[config.mk]
export PLATFORM = sky130hd
export DESIGN_NAME = expr_eval
export DESIGN_NICKNAME = d
export VERILOG_FILES = /design/src/rtl/expr_pkg.sv /design/src/rtl/expr_eval_ascii_class.sv /design/src/rtl/expr_eval.sv
export SDC_FILE = /design/constraint.sdc
export NUM_CORES = 1
export LEC_CHECK = 0
export ABC_AREA = 1
export BUFFER_PORTS_ARGS = -buffer_cell sky130_fd_sc_hd__buf_2
export CAP_MARGIN = 20
export CORE_MARGIN = 3
export CORE_UTILIZATION = 58
export CTS_BUF_LIST = sky130_fd_sc_hd__clkbuf_8
export DETAILED_ROUTE_END_ITERATION = 12
export PLACE_DENSITY_LB_ADDON = 0.3
export SETUP_SLACK_MARGIN = 0.1
export SYNTH_ARGS = -nofsm -noshare
export SYNTH_HDL_FRONTEND = slang
export SYNTH_SLANG_ARGS = --single-unit
[constraint.sdc]
create_clock -name clk -period 3.2 [get_ports clk]
set_clock_uncertainty 0.05 [all_clocks]
set_input_delay 0.32 -clock clk [delete_from_list [all_inputs] [get_ports clk]]
set_output_delay 0.32 -clock clk [all_outputs]
set_load 0.1 [all_outputs]
[src/rtl/expr_pkg.sv]
// Shared constants for the ASCII expression evaluator:
// FSM state encodings and the character codes it recognises.
package expr_pkg;

    localparam logic [2:0] IDLE = 3'd0;
    localparam logic [2:0] OPND = 3'd1;
    localparam logic [2:0] OPER = 3'd2;
    localparam logic [2:0] ERR  = 3'd3;
    localparam logic [2:0] DONE = 3'd4;

    localparam logic [7:0] CH_0   = 8'h30;
    localparam logic [7:0] CH_9   = 8'h39;
    localparam logic [7:0] CH_ADD = 8'h2B;
    localparam logic [7:0] CH_MUL = 8'h2A;
    localparam logic [7:0] CH_EQ  = 8'h3D;

endpackage

[src/rtl/expr_eval_ascii_class.sv]
// Combinational ASCII classifier for the expression evaluator.
// Ports: ch (in, 8) -> is_digit/is_add/is_mul/is_eq flags, digit value [3:0].
module ascii_class
    import expr_pkg::*;
(
    input  logic [7:0] ch,
    output logic       is_digit,
    output logic       is_add,
    output logic       is_mul,
    output logic       is_eq,
    output logic [3:0] digit
);

    assign is_digit = (ch >= CH_0) && (ch <= CH_9);
    assign is_add   = (ch == CH_ADD);
    assign is_mul   = (ch == CH_MUL);
    assign is_eq    = (ch == CH_EQ);
    // '0'..'9' are 0x30..0x39, so the low nibble is the value
    assign digit    = ch[3:0];

endmodule

[src/rtl/expr_eval.sv]
// Single-digit infix evaluator ('*' before '+', '=' ends) with a
// valid/ready result port. Ports: clk, clr (async high), in/in_valid/
// in_ready, res/res_valid/res_ready, err; ovf only with EXPR_OVF_EN.
module expr_eval
    import expr_pkg::*;
#(
    parameter int WIDTH = 16
)
(
    input  logic             clk,
    input  logic             clr,
    input  logic [7:0]       in,
    input  logic             in_valid,
    output logic             in_ready,
    output logic [WIDTH-1:0] res,
    output logic             res_valid,
    input  logic             res_ready,
    output logic             err
`ifdef EXPR_OVF_EN
    ,
    output logic             ovf
`endif
);

    logic [2:0]       state;
    logic [WIDTH-1:0] sum;
    logic [WIDTH-1:0] term;
    logic             mul;

    logic             is_digit;
    logic             is_add;
    logic             is_mul;
    logic             is_eq;
    logic [3:0]       dval;
    logic [WIDTH-1:0] d_ext;
    logic [WIDTH-1:0] prod;
    logic [WIDTH-1:0] sum_nx;

    ascii_class u_class (
        .ch       (in),
        .is_digit (is_digit),
        .is_add   (is_add),
        .is_mul   (is_mul),
        .is_eq    (is_eq),
        .digit    (dval)
    );

    assign in_ready = (state != DONE);
    assign d_ext    = {{(WIDTH-4){1'b0}}, dval};

`ifdef EXPR_OVF_EN
    logic [2*WIDTH-1:0] prod_w;
    logic [WIDTH:0]     add_w;
    logic               prod_ovf;
    logic               add_ovf;

    assign prod_w   = {{WIDTH{1'b0}}, term}
                    * {{(2*WIDTH-4){1'b0}}, dval};
    assign add_w    = {1'b0, sum} + {1'b0, term};
    assign prod     = prod_w[WIDTH-1:0];
    assign sum_nx   = add_w[WIDTH-1:0];
    assign prod_ovf = |prod_w[2*WIDTH-1:WIDTH];
    assign add_ovf  = add_w[WIDTH];
`else
    // low WIDTH bits of the product are all that survive the wrap
    assign prod   = term * d_ext;
    assign sum_nx = sum + term;
`endif

    always_ff @(posedge clk or posedge clr) begin
        if (clr) begin
            state     <= IDLE;
            sum       <= '0;
            term      <= '0;
            mul       <= 1'b0;
            res       <= '0;
            res_valid <= 1'b0;
            err       <= 1'b0;
        end else if (state == DONE) begin
            if (res_ready) begin
                state     <= IDLE;
                sum       <= '0;
                term      <= '0;
                mul       <= 1'b0;
                res_valid <= 1'b0;
                err       <= 1'b0;
            end
        end else if (in_valid) begin
            unique case (state)
                IDLE, OPER: begin
                    unique case (1'b1)
                        is_digit: begin
                            term  <= (state == OPER && mul) ? prod : d_ext;
                            state <= OPND;
                        end
                        is_eq: begin
                            res       <= '0;
                            err       <= 1'b1;
                            res_valid <= 1'b1;
                            state     <= DONE;
                        end
                        default: state <= ERR;
                    endcase
                end
                OPND: begin
                    unique case (1'b1)
                        is_add: begin
                            sum   <= sum_nx;
                            mul   <= 1'b0;
                            state <= OPER;
                        end
                        is_mul: begin
                            mul   <= 1'b1;
                            state <= OPER;
                        end
                        is_eq: begin
                            res       <= sum_nx;
                            res_valid <= 1'b1;
                            state     <= DONE;
                        end
                        default: state <= ERR;
                    endcase
                end
                ERR: begin
                    if (is_eq) begin
                        res       <= '0;
                        err       <= 1'b1;
                        res_valid <= 1'b1;
                        state     <= DONE;
                    end
                end
                default: state <= IDLE;
            endcase
        end
    end

`ifdef EXPR_OVF_EN
    // sticky per expression; any error ending forces it back to 0
    always_ff @(posedge clk or posedge clr) begin
        if (clr) begin
            ovf <= 1'b0;
        end else if (state == DONE) begin
            if (res_ready) ovf <= 1'b0;
        end else if (in_valid) begin
            if (state == OPND && (is_add || is_eq))
                ovf <= ovf | add_ovf;
            else if (state == OPER && is_digit && mul)
                ovf <= ovf | prod_ovf;
            else if (is_eq)
                ovf <= 1'b0;
        end
    end
`endif

endmodule

== After elaboration in Yosys (flattened, before gate mapping) ==
Index checks and enable logic that the tools add are counted.

* Flip-flop bits (word level): 54
* Word-level logic and storage cells: 80
* Bits of input ports: 12

* Muxes and demuxes: 32
* $mul: 1
* Equality and inequality tests: 12
* Add/subtract/negate cells: 1
* Magnitude comparators: 2
* Bitwise gates (word level): 1
* Reduce and logical (&&, ||, !) cells: 24

{| class="wikitable"
|+ Operators with widths
! cell !! count
|-
| $mux W16 || 12
|-
| $pmux W16 S2 || 1
|-
| $eq A8 B6 Y1 const B || 3
|-
| $reduce_and A4 Y1 || 5
|-
| $reduce_bool A2 Y1 || 9
|-
| $add A16 B16 Y16 || 1
|-
| $mul A16 B4 Y16 || 1
|-
| $mux W3 || 4
|-
| $pmux W3 S2 || 2
|-
| $mux W1 || 11
|-
| $pmux W3 S3 || 1
|-
| $ge A8 B6 Y1 const B || 1
|-
| $le A8 B6 Y1 const B || 1
|-
| $eq A3 B2 Y1 const B || 2
|-
| $ne A3 B3 Y1 const B || 2
|-
| $reduce_and A5 Y1 || 1
|-
| $ne A2 B2 Y1 const B || 2
|-
| $reduce_or A2 Y1 || 2
|-
| $reduce_or A4 Y1 || 1
|-
| $eq A3 B1 Y1 const B || 1
|-
| $eq A3 B3 Y1 const B || 1
|-
| $logic_not A3 Y1 || 1
|-
| $reduce_and A3 Y1 || 1
|-
| $reduce_bool A3 Y1 || 1
|-
| 5 further kinds || 6
|}

== Logic depth before layout (Yosys ltp) ==
Gate-level depths: netlist of run 1.

* Word-level depth: 7
* Mapped depth: 19
* Depth with buffers taken out: 17

== Hierarchy ==
A second synthesis of run 1 with hierarchy kept.

* Cells, all modules: 742
* Area total of the unflattened synthesis: 4,998.5 µm²

{| class="wikitable"
|+ Modules (own cells, without submodules)
! module !! instances !! cells each !! area an instance (µm²)
|-
| expr_eval || 1 || 718 || 4,882.2
|-
| ascii_class || 1 || 24 || 116.4
|}

== Worst setup path before layout of run 1 ==
Ideal clock, no wire load.

* Path kind: input to register
* From: input port in[3]
* To: register term[14]
* Data arrival time: 3,021 ps
* Data required time: 3,033 ps
* Path slack: 11 ps
* Stages on the path: 12
* Cell sequence: buf_4 > clkbuf_1 > nand2_1 > fa_1 > fa_1 > fa_1 > o21ai_0 > nand3_1 > nand3_1 > nand2_1 > nand3_1 > nand2_1

* Cells in the longest elaborated chain, start to end: 6

{| class="wikitable"
|+ Ends and longest elaborated chain
! element !! RTL line !! RTL
|-
| start, declared || expr_eval.sv:12 || <nowiki>input logic [7:0] in,</nowiki>
|-
| $mul A16 B4 Y16 || expr_eval.sv:66 || <nowiki>assign prod = term * d_ext;</nowiki>
|-
| $mux W16 || expr_eval.sv:93 || <nowiki>term <= (state == OPER && mul) ? prod : d_ext;</nowiki>
|-
| $mux W16 || expr_eval.sv:91 || <nowiki>unique case (1'b1)</nowiki>
|-
| $mux W16 || expr_eval.sv:89 || <nowiki>unique case (state)</nowiki>
|-
| $mux W16 || expr_eval.sv:88 || <nowiki>end else if (in_valid) begin</nowiki>
|-
| $mux W16 || expr_eval.sv:79 || <nowiki>end else if (state == DONE) begin</nowiki>
|-
| end signal, assigned || expr_eval.sv:93 ||
|-
| end, declared || expr_eval.sv:27 || <nowiki>logic [WIDTH-1:0] term;</nowiki>
|}

Several ways; a longest one is shown, not always the timed one. The select of a mux whose other input is x is not followed.
A chain may end at the register's enable or synchronous reset.

== Worst setup path after layout of run 1 ==
* From: register term[6]
* To: register term[11]

* Cells in the longest elaborated chain, start to end: 6

{| class="wikitable"
|+ Ends and longest elaborated chain
! element !! RTL line
|-
| $mul A16 B4 Y16 || expr_eval.sv:66
|-
| $mux W16 || expr_eval.sv:93
|-
| $mux W16 || expr_eval.sv:91
|-
| $mux W16 || expr_eval.sv:89
|-
| $mux W16 || expr_eval.sv:88
|-
| $mux W16 || expr_eval.sv:79
|}

No other way between the ends. The select of a mux whose other input is x is not followed.

==> results of run 1 <==
[repair_timing]
item	CTS	global route
hold buffers	1	0
pin swaps	0	12
setup buffers	2	12
gates resized for setup	3	42
setup endpoints to repair	1	10
endpoints found under the hold margin	13	0
[synthesized netlist by cell type]
master,n
and3_1,1
clkbuf_1,2
xor2_1,5
o31ai_2,1
xnor2_1,9
nand3_2,6
nand2_1,263
o21ai_2,3
buf_1,2
buf_4,4
nand3b_1,5
nand3_1,50
buf_2,4
nor2_1,38
a21o_1,2
nand2_2,2
nor2_4,2
o211ai_1,3
inv_2,5
fa_1,26
a21oi_1,25
o21ai_1,7
nor2_8,1
o21ai_0,22
o21bai_1,2
dfrtp_1,54
nand3_4,1
buf_6,1
nor3_4,1
nand4_1,9
o31ai_1,1
inv_1,140
nor3_1,5
or2_2,1
ha_1,31
[cells in the final DEF, fill, tap and decap left out, drive strengths merged, types with 2 or more instances in the layout]
cell type	n
nand2	265
inv	147
nand3	57
buf	55
dfrtp	54
nor2	41
o21ai	32
ha	31
fa	26
a21oi	25
xnor2	9
nand4	9
clkbuf	6
nor3	6
xor2	5
nand3b	5
o211ai	3
a21o	2
o21bai	2
o31ai	2
[cell type report]
cell class | instances | area [um2] | area share
multi-input combinational | 522 | 3270 | 0.568
sequential | 54 | 1360 | 0.237
inverter | 145 | 544 | 0.0945
timing repair buffer | 56 | 348 | 0.0604
tap | 105 | 131 | 0.0228
clock buffer | 6 | 82.6 | 0.0143
clock inverter | 2 | 20.0 | 0.00348
[state kept, by name, summed over array words and instances (netlist names)]
register   cells
mul            1
res_valid      1
state          3
sum           16
err            1
res           16
term          16
[worst reg2reg max path, delay by kind of cell, from the launching register on]
kind / cells / cell delay (ns)
buf+inv: 4 / 0.21
fa+ha+maj: 3 / 1.30
flops: 1 / 0.46
simple gates: 8 / 0.86
[logic make-up after synthesis]
| kind of cell | Yosys count |
|---|---|
| AO/OA/AOI/OAI | 66 |
| XOR/XNOR | 14 |
| adder cells (fa/ha/maj) | 57 |
| buffers and inverters | 158 |
| flip-flops | 54 |
| AND/OR/NAND/NOR | 385 |
[routing by layer]
| metal | GRT usage | wire length [um] | vias up |
|---|---|---|---|
| li1 | - | - | 2371 |
| met1 | 0.338 | 5410 | 2236 |
| met2 | 0.460 | 6240 | 142 |
| met3 | 0.0330 | 561 | 17 |
| met4 | 0.0714 | 227 | 0 |
| met5 | 0 | 0 | - |
[final timing paths]
path / to / slack [ns] / cells past startpoint
worst max-delay path: term[11] / 0.22 / 15
worst min-delay path: state[2] / 0.26 / 3
worst max register to register: term[11] / 0.22 / 15
worst min register to register: res[7] / 0.44 / 2
max in group asynchronous: term[7] / 1.77 / 4
min in group asynchronous: state[2] / 0.47 / 3
[where the power goes]
group          internal (mW)  leakage, nW  switching, mW  total [mW]
Combinational          0.259         2.71          0.442       0.701
Sequential             0.726        0.730         0.0446       0.771
Clock                  0.185       0.0537          0.257       0.442
[per-stage QoR]
stage	cell area (um2)	power [mW]	util
global placement	5380	1.38	0.645
CTS	5510	1.86	0.661
floorplan	5100	1.24	-
finish	5760	1.91	0.690
global route	5760	2.04	0.690
detailed placement	5380	1.41	0.645
==> reports/metrics.cfg, run 1 <==
[run_status]
outcome=finished, final reports clean

[clocking]
numCtsBuffers=5
clk_pin_slew_ns=0.11
cts-root-buf=clkbuf_8
clock_sinks=54
cts_buffer_depth=2
tritoncts=done
cts-htree-levels=2
clkLatencyLatePin_ns=0.32

[power_and_ir_drop]
powerDensity_nw_per_um2=332
vdd_drop_max_v=0.000405
p_leak_nw=3.49

[drt]
wl_per_cell_um=14.0
viasPerCell=5.36
drt_iter0_drc=279
dr.pass1.iters=5
drc=0
vias=4766
drt-total-wl_um=12400
ant_nets=0

[setup_path]
crit_path_end_kind=flop
timing.critical_path.buf_inv=4
critPathTopFamily=adder cells
crit_path_cell_trace=nand2_1 -> inv_1 -> fa_1 -> inv_1 -> fa_1 -> inv_1 -> ha_4 -> nand2_4 -> inv_1 -> nand2_1 -> nand2_1 -> nand3b_1 -> or2_2 -> nand3_1 -> nand2_1
crit_required_ns=3.37
worstSetupPathType=reg2reg
worstSetupStartpoint=term[6]
slowest_delay_ns=0.53
r2r-start=term[6]
slowest_stage=fa_1
crit_arrival_ns=3.15
cp_max_fo=6
startpoint_type=flop

[layout]
fin_nets=853
fin_cells=890
drive_above_1_share=0.167
insertedDiodeCount=0
area_delta_synth_final_pct=14.4
fill_cells=707

[yosys]
ys_ff_latch=54
synth.area.top_cells=dfrtp_1, nand2_1, inv_1, fa_1, ha_1
netlist_area_um2=5030
synth_compound_area_frac=0.0733
syn_inst=734
seq_area_frac_synth=0.269
synth_nets=803
yosys.area_share.adder=0.181
synthMuxAreaShare=0
synth_largest_area_cell=dfrtp_1
syn_avg_cell_area_um2=6.86
synth_xor_area_frac=0.0244
yosys.area.top_type_share=0.269
synth-simple-area-share=0.330
synth_top_family_by_area=simple AND/OR/NAND/NOR gates
ys_warn_count=0
yosys.cell_types.count=35

[global_route]
grt_pass1_vias=4794
grt_max_degree=42
grt_use_total=0.261
grt_pass1_wl_um=21100
antenna_found_initial=0
grt_overflow_total=0

[die]
dieHeight_um=99.1
die_area_um2=9830
die-width_um=99.1
boundaryPins=31
initial_core_util=0.603
num_rows=33
core_area_um2=8340

[timing]
maxSlewHeadroom=0.470
worst_slew_pin_slew_ns=0.796
period_share=0.931
setup_ws_ns=0.221
hold_viol=0
finalSetupTns_ns=0
layout_min_cycle_time_ns=2.98
report.final.slew_viol_count=0
max_freq_mhz=336
rsz0062_at_grt=false
setup_violations=0
hold-worst-slack_ns=0.259

[worst_hold_path]
hp-start=in_valid
worst_hold_path_type=in2reg

[placement]
hpwlAfterDp_um=9680
gp_congestion=0.932
placed_cells=867
numPortBuffers=30
dp_slack_ns=0.00477

[job]
maxCapViolations=0

Note: power is estimated with default switching activity, not from simulation.
==> inputs of run 2 (changes only) <==
--- a/config.mk
+++ b/config.mk
@@ -9,7 +9,7 @@
 export BUFFER_PORTS_ARGS = -buffer_cell sky130_fd_sc_hd__buf_2
 export CAP_MARGIN = 20
 export CORE_MARGIN = 3
-export CORE_UTILIZATION = 58
+export CORE_UTILIZATION = 50
 export CTS_BUF_LIST = sky130_fd_sc_hd__clkbuf_8
 export DETAILED_ROUTE_END_ITERATION = 12
 export PLACE_DENSITY_LB_ADDON = 0.3
==> constraint.sdc (replaced) <==
create_clock -name clk -period 3.2 [get_ports clk]
set_clock_uncertainty 0.05 [all_clocks]
set_input_delay 0.8 -clock clk [delete_from_list [all_inputs] [get_ports clk]]
set_output_delay 0.8 -clock clk [all_outputs]
set_load 0.1 [all_outputs]
==> reports/metrics.cfg, run 2 (synthesis results as in run 1) <==
[clocking]
clock_sinks=54  ; unchanged
cts-root-buf=clkbuf_8
cts_buffer_depth=2  ; unchanged
clkLatencyLatePin_ns=0.31  ; about the same
cts-htree-levels=2  ; unchanged
numCtsBuffers=5  ; unchanged
tritoncts=done
clk_pin_slew_ns=0.10  ; about the same

[drt]
drt_iter0_drc=288  ; +3.2%
wl_per_cell_um=13.5  ; -3.6%
dr.pass1.iters=5  ; unchanged
drt-total-wl_um=12400  ; -0.22%
vias=4848  ; +1.7%
drc=0  ; unchanged
viasPerCell=5.26  ; -1.7%
ant_nets=0  ; unchanged

[timing]
worst_slew_pin_slew_ns=0.816  ; +0.0200 ns
report.final.slew_viol_count=0  ; unchanged
period_share=0.957  ; +0.0260
hold-worst-slack_ns=0.436  ; +0.177 ns
layout_min_cycle_time_ns=3.06  ; +0.0831 ns
maxSlewHeadroom=0.456  ; -0.0133
max_freq_mhz=327  ; -2.7%
rsz0062_at_grt=true
hold_viol=0  ; unchanged
setup_violations=0  ; unchanged

[layout]
fin_area_um2=6090  ; +5.8%
drive_above_1_share=0.230  ; +0.0629
mostFrequentLayoutCell=nand2_1
largest_registers=res (16), sum (16), term (16)
insertedDiodeCount=0  ; unchanged
fin_nets=860  ; +0.82%
final_cell_mix=nand2_1, inv_1, dfrtp_1
fin_util=0.641  ; -0.0492
area_delta_synth_final_pct=21.1

[setup_path]
r2r-start=term[1]
crit_path_end_kind=flop
crit_required_ns=3.36  ; about the same
reg2reg_slack_ns=0.21  ; about the same
worstSetupStartpoint=in[3]
regToRegEndpoint=term[11]
cp_max_fo=7  ; +1
worstSetupPathType=in2reg
r2r_cells=16  ; +1
startpoint_type=input port
crit_arrival_ns=3.22  ; +0.07 ns
endpoint=term[11]

[die]
die-width_um=106  ; +7.2%
boundaryPins=31  ; unchanged
num_rows=35  ; +6.1%
dieHeight_um=106  ; +7.2%
core_area_um2=9500  ; +14%
die_area_um2=11300  ; +15%
initial_core_util=0.530  ; -0.0738

[placement]
hpwlAfterDp_um=9550  ; -1.3%
gp_congestion=0.912  ; -2.2%
numPortBuffers=30  ; unchanged
dpl-instance-area_um2=5690  ; +5.7%

[global_route]
grt_overflow_total=0  ; unchanged
grt_use_total=0.224  ; -0.0365
grt_pass1_wl_um=21000  ; -0.42%
antenna_found_initial=0  ; unchanged
grt_max_degree=55  ; +31%
grt_pass1_vias=4642  ; -3.2%

[power_and_ir_drop]
power_switching_uw=753  ; +1.3%
finalPower_mw=1.94  ; +1.3%
vdd_drop_max_v=0.000373  ; -8.0%
switching_share=0.388  ; about the same
p_int_mw=1.19  ; +1.4%
p_comb_frac=0.380  ; +0.014
p_leak_nw=3.61  ; +3.4%
powerDensity_nw_per_um2=318  ; -4.2%
clock_power_share=0.212  ; -0.019
p_seq_frac=0.408  ; +0.005

[worst_hold_path]
worst_hold_path_type=reg2reg

[run_status]
outcome=finished, final reports clean

[job]
maxCapViolations=0  ; unchanged

run 2: changes by cell type in the layout (fill, tap and decap cells not counted), moves of 4 or more:
cell,previous run,this run
nand3_1,50,43
nand3_2,6,12
buf_4,25,30
nor2_1,34,28
dfrtp_1,44,52
nand2_2,10,15
inv_2,11,27
dfrtp_2,10,2
nand2_1,252,239
o21ai_0,20,16
inv_1,134,117
nand2_4,3,11
run 2: worst max-delay path, stage by stage:
cell,delay [ns]
buf_12,0.12
nand2_4,0.05
inv_2,0.04
fa_1,0.56
inv_2,0.04
fa_1,0.52
inv_2,0.05
ha_4,0.27
nand2_4,0.09
nand2_4,0.05
nand2_4,0.08
nand2_4,0.06
nand2_2,0.06
nand3b_1,0.08
or2_4,0.24
nand3_2,0.05
nand2_1,0.04
run 2: cell type report:
| type | count | area [um2] |
|---|---|---|
| fillers | 804 | 3410 |
| clock inverters | 2 | 12.5 |
| clock buffers | 6 | 82.6 |
| well taps | 129 | 161 |
| repair buffers | 63 | 472 |
| multi-input cells | 522 | 3460 |
| flip-flops and latches | 54 | 1350 |
| inverters | 145 | 547 |
run 2: repair_timing:
| item | CTS | global route |
|---|---|---|
| buffers inserted | 0 | 4 |
| cloned | 0 | 1 |
| resized for setup | 9 | 66 |
| endpoints found under the hold margin | 0 | 0 |
| hold buffers | 0 | 0 |
| pin swaps | 0 | 32 |
| setup endpoints to repair | 8 | 8 |
run 2: worst min path at each step:
| stage | start | slack [ns] | endpoint | cells after the start |
|---|---|---|---|---|
| after global routing | res[15] | 0.47 | res[15] | 2 |
| final | res[1] | 0.44 | res[1] | 2 |
| after global placement | res[1] | 0.41 | res[1] | 2 |
| after detailed placement | res[1] | 0.41 | res[1] | 2 |
| after floorplan | sum[0] | 0.41 | sum[0] | 2 |
| after CTS | res[1] | 0.44 | res[1] | 2 |
run 2: power groups by stage:
stage | logic (mW) | registers, mW | clock network, mW
2_1_floorplan | 0.450 | 0.821 | 0
3_3_place_gp | 0.631 | 0.794 | 0
3_5_place_dp | 0.660 | 0.795 | 0
4_1_cts | 0.663 | 0.782 | 0.421
5_1_grt | 0.819 | 0.803 | 0.446
6_report | 0.737 | 0.791 | 0.411
run 2: through the flow:
stage | instances | TNS [ns] | setup WS (ns)
global route | 921 | 0 | 0.0616
finish | 921 | 0 | 0.138
floorplan | 734 | -0.215 | -0.129
global placement | 908 | -2.09 | -0.259
CTS | 916 | 0 | 0.111
detailed placement | 908 | -2.92 | -0.354
run 2: routing by layer:
layer / GRT usage / vias up / wire length, um
li1: - / 2362 / -
met1: 0.297 / 2319 / 5330
met2: 0.393 / 147 / 6270
met3: 0.0285 / 20 / 686
met4: 0.0472 / 0 / 125
met5: 0 / - / 0
==> inputs of run 3 (changes only) <==
--- a/config.mk
+++ b/config.mk
@@ -5,7 +5,6 @@
 export SDC_FILE = /design/constraint.sdc
 export NUM_CORES = 1
 export LEC_CHECK = 0
-export ABC_AREA = 1
 export BUFFER_PORTS_ARGS = -buffer_cell sky130_fd_sc_hd__buf_2
 export CAP_MARGIN = 20
 export CORE_MARGIN = 3
==> constraint.sdc (replaced) <==
create_clock -name clk -period 3.9 [get_ports clk]
set_clock_uncertainty 0.05 [all_clocks]
set_input_delay 0.975 -clock clk [delete_from_list [all_inputs] [get_ports clk]]
set_output_delay 0.975 -clock clk [all_outputs]
set_load 0.1 [all_outputs]
==> reports/metrics.cfg, run 3 <==
[run_status]
outcome=finished, final reports clean

[timing]
maxSlewHeadroom=0.451  ; -0.00487
rsz0062_at_grt=false
report.final.slew_viol_count=0  ; unchanged
layout_min_cycle_time_ns=3.70
max_freq_mhz=271
hold_viol=0  ; unchanged
period_share=0.948
worst_slew_pin_slew_ns=0.822  ; +0.00622 ns
setup_violations=0  ; unchanged
finalSetupTns_ns=0  ; unchanged

[global_route]
grt_use_total=0.230  ; +0.00566
grt_pass1_vias=3977  ; -14%
grt_max_degree=39  ; -29%
grt_pass1_wl_um=19300  ; -8.1%
grt_overflow_total=0  ; unchanged
antenna_found_initial=0  ; unchanged

[setup_path]
startpoint_type=input port
crit_required_ns=4.06  ; +0.70 ns
critPathTopFamily=adder cells
reg2reg_slack_ns=0.44  ; +0.23 ns
cp_max_fo=10  ; +3
crit_arrival_ns=3.85  ; +0.63 ns
slowest_delay_ns=0.39  ; -0.17 ns
regToRegEndpoint=term[14]
slowest_stage=fa_1
crit_path_end_kind=flop
r2r_cells=11  ; -5
r2r-start=term[5]
worstSetupPathType=in2reg
timing.critical_path.buf_inv=3  ; -1
crit_path_cell_trace=clkbuf_4 -> buf_4 -> and2_1 -> ha_1 -> ha_1 -> ha_1 -> inv_1 -> fa_1 -> nand2b_4 -> a21oi_2 -> o221ai_1 -> a32oi_1 -> xnor2_1 -> o31ai_1
crit_top_cell=ha_1

[yosys]
syn_inst=533  ; -27%
synth.area.top_cells=dfrtp_1, fa_1, ha_1, nand2_1, and2_1
netlist_area_um2=4690  ; -6.8%
ys_warn_count=0  ; unchanged
yosys.cell_types.count=57  ; +63%
synth_nets=602  ; -25%
yosys.area.top_type_share=0.288  ; +0.0196
ys_ff_latch=54  ; unchanged
synth_edf_count=0  ; unchanged
yosysMostFrequentCell=nand2_1
seq_area_frac_synth=0.288  ; +0.0196
synth-async-reset-ratio=1.00  ; unchanged
synth_largest_area_cell=dfrtp_1
synth_commonest_cells=nand2_1, inv_1, dfrtp_1
syn_avg_cell_area_um2=8.80  ; +28%
synthFlopType=dfrtp_1

[layout]
drive_above_1_share=0.157  ; -0.0732
fin_nets=649  ; -25%
area_delta_synth_final_pct=13.8
fin_cells=689  ; -25%
mostFrequentLayoutCell=nand2_1
insertedDiodeCount=0  ; unchanged
largest_registers=res (16), sum (16), term (16)
final_cell_mix=nand2_1, inv_1, dfrtp_1

[worst_hold_path]
holdPathEnd=sum[2]
hp-start=sum[2]
worst_hold_path_type=reg2reg
min_path_cells=2  ; unchanged

[drt]
drt-total-wl_um=11300  ; -8.8%
drt_iter0_drc=185  ; -36%
vias=3983  ; -18%
drc=0  ; unchanged
dr.pass1.iters=4  ; -1
ant_nets=0  ; unchanged
viasPerCell=5.78  ; +9.8%
wl_per_cell_um=16.4  ; +22%

[power_and_ir_drop]
powerDensity_nw_per_um2=221  ; -30%
clock_power_share=0.333  ; +0.121
power_switching_uw=332  ; -56%
finalPower_mw=1.18  ; -39%
p_seq_frac=0.501  ; +0.093
p_leak_nw=2.61  ; -28%
p_comb_frac=0.165  ; -0.215
vdd_drop_max_v=0.000172  ; -54%
switching_share=0.281  ; -0.107
p_int_uw=849  ; -28%

[die]
die-width_um=103  ; -3.3%
dieHeight_um=103  ; -3.3%
core_area_um2=8930  ; -6.0%
initial_core_util=0.525  ; -0.00463
num_rows=34  ; -2.9%
die_area_um2=10600  ; -6.4%
boundaryPins=31  ; unchanged

[clocking]
tritoncts=done
cts-htree-levels=2  ; unchanged
numCtsBuffers=5  ; unchanged
cts_buffer_depth=2  ; unchanged
clock_sinks=54  ; unchanged
hold_buffers=0  ; unchanged
clkLatencyLatePin_ns=0.31  ; about the same
cts-root-buf=clkbuf_8
clk_pin_slew_ns=0.10  ; about the same
cts_setup_buffers=0  ; unchanged

[placement]
numPortBuffers=30  ; unchanged
gp_congestion=0.912  ; about the same
placed_cells=681  ; -25%
hpwlAfterDp_um=8710  ; -8.9%

[job]
maxCapViolations=0  ; unchanged

## run 3: cell types whose count changed after synthesis, moves of 7 or more
cell | before | now
nand2_1 | 263 | 67
nand4_1 | 9 | 2
o21a_1 | 0 | 7
a211oi_1 | 0 | 9
clkbuf_1 | 2 | 9
and2_1 | 0 | 38
nor2_1 | 38 | 29
inv_1 | 140 | 55
a22o_1 | 0 | 17
xnor2_1 | 9 | 19
nor3_1 | 5 | 12
nand3_1 | 50 | 10
o31ai_1 | 1 | 13
## run 3: metrics by stage
stage	util	instance area [um2]	worst slack [ns]	hold slack (ns)
final	0.597	5340	0.205	0.446
after CTS	0.591	5280	0.109	0.451
after global routing	0.597	5340	0.0901	0.475
after global placement	0.578	5160	-0.153	0.411
after floorplan	-	4750	0.0812	0.405
after detailed placement	0.578	5160	-0.198	0.418
## run 3: area by class of cell
class / instances / area (um2)
fill: 779 / 3600
sequential: 54 / 1350
clock inverter: 3 / 48.8
inverter: 56 / 210
timing repair buffer: 60 / 390
multi-input combinational: 403 / 3130
tap: 108 / 135
clock buffer: 5 / 68.8
## run 3: routing by layer
metal | up-vias | track usage | wire, um | share of wire
li1 | 1941 | - | - | -
met1 | 1942 | 0.327 | 5220 | 0.46
met2 | 84 | 0.376 | 5490 | 0.49
met3 | 16 | 0.0311 | 418 | 0.037
met4 | 0 | 0.0538 | 185 | 0.016
met5 | - | 0 | 0 | 0
## run 3: power by group through the flow
stage	Clock (mW)	Sequential, mW	Combinational [mW]
after detailed placement	0	0.602	0.186
after global placement	0	0.602	0.180
after floorplan	0	0.598	0.129
after CTS	0.406	0.592	0.187
after global routing	0.432	0.594	0.221
final	0.394	0.592	0.195
## run 3: what timing repair did
action                     4_1_cts  5_1_grt
resized for setup                0       16
hold endpoints to repair         0        0
setup endpoints to repair        0        7
## run 3: kinds of logic (layout without fill, tap and decap cells)
| family | after synthesis | in the layout | share of synthesized area |
|---|---|---|---|
| muxes | 3 | 3 | 0.00640 |
| AOI/OAI and AO/OA | 138 | 138 | 0.206 |
| DFF | 54 | 54 | 0.288 |
| adders and majority gates | 57 | 57 | 0.194 |
| and+or+nand+nor | 179 | 179 | 0.192 |
| xor gates and xnor gates | 26 | 26 | 0.0486 |
| buffers and inverters | 76 | 124 | 0.0654 |
## run 3: worst max path at each step
stage          start  endpoint  slack, ns  cells past startpoint
5_1_grt        in[3]  term[14]       0.09                     11
3_5_place_dp   in[3]   term[9]      -0.20                     12
4_1_cts        in[3]   term[9]       0.11                     12
3_3_place_gp   in[3]   term[9]      -0.15                     12
2_1_floorplan  in[1]   term[9]       0.08                     13
6_report       in[1]  term[14]       0.20                     14
## run 3: tightest hold or removal path, delay by kind of cell (launching register included)
family          cells  cell delay [ns]
simple gates        1             0.05
compound gates      1             0.05
flops               1             0.36
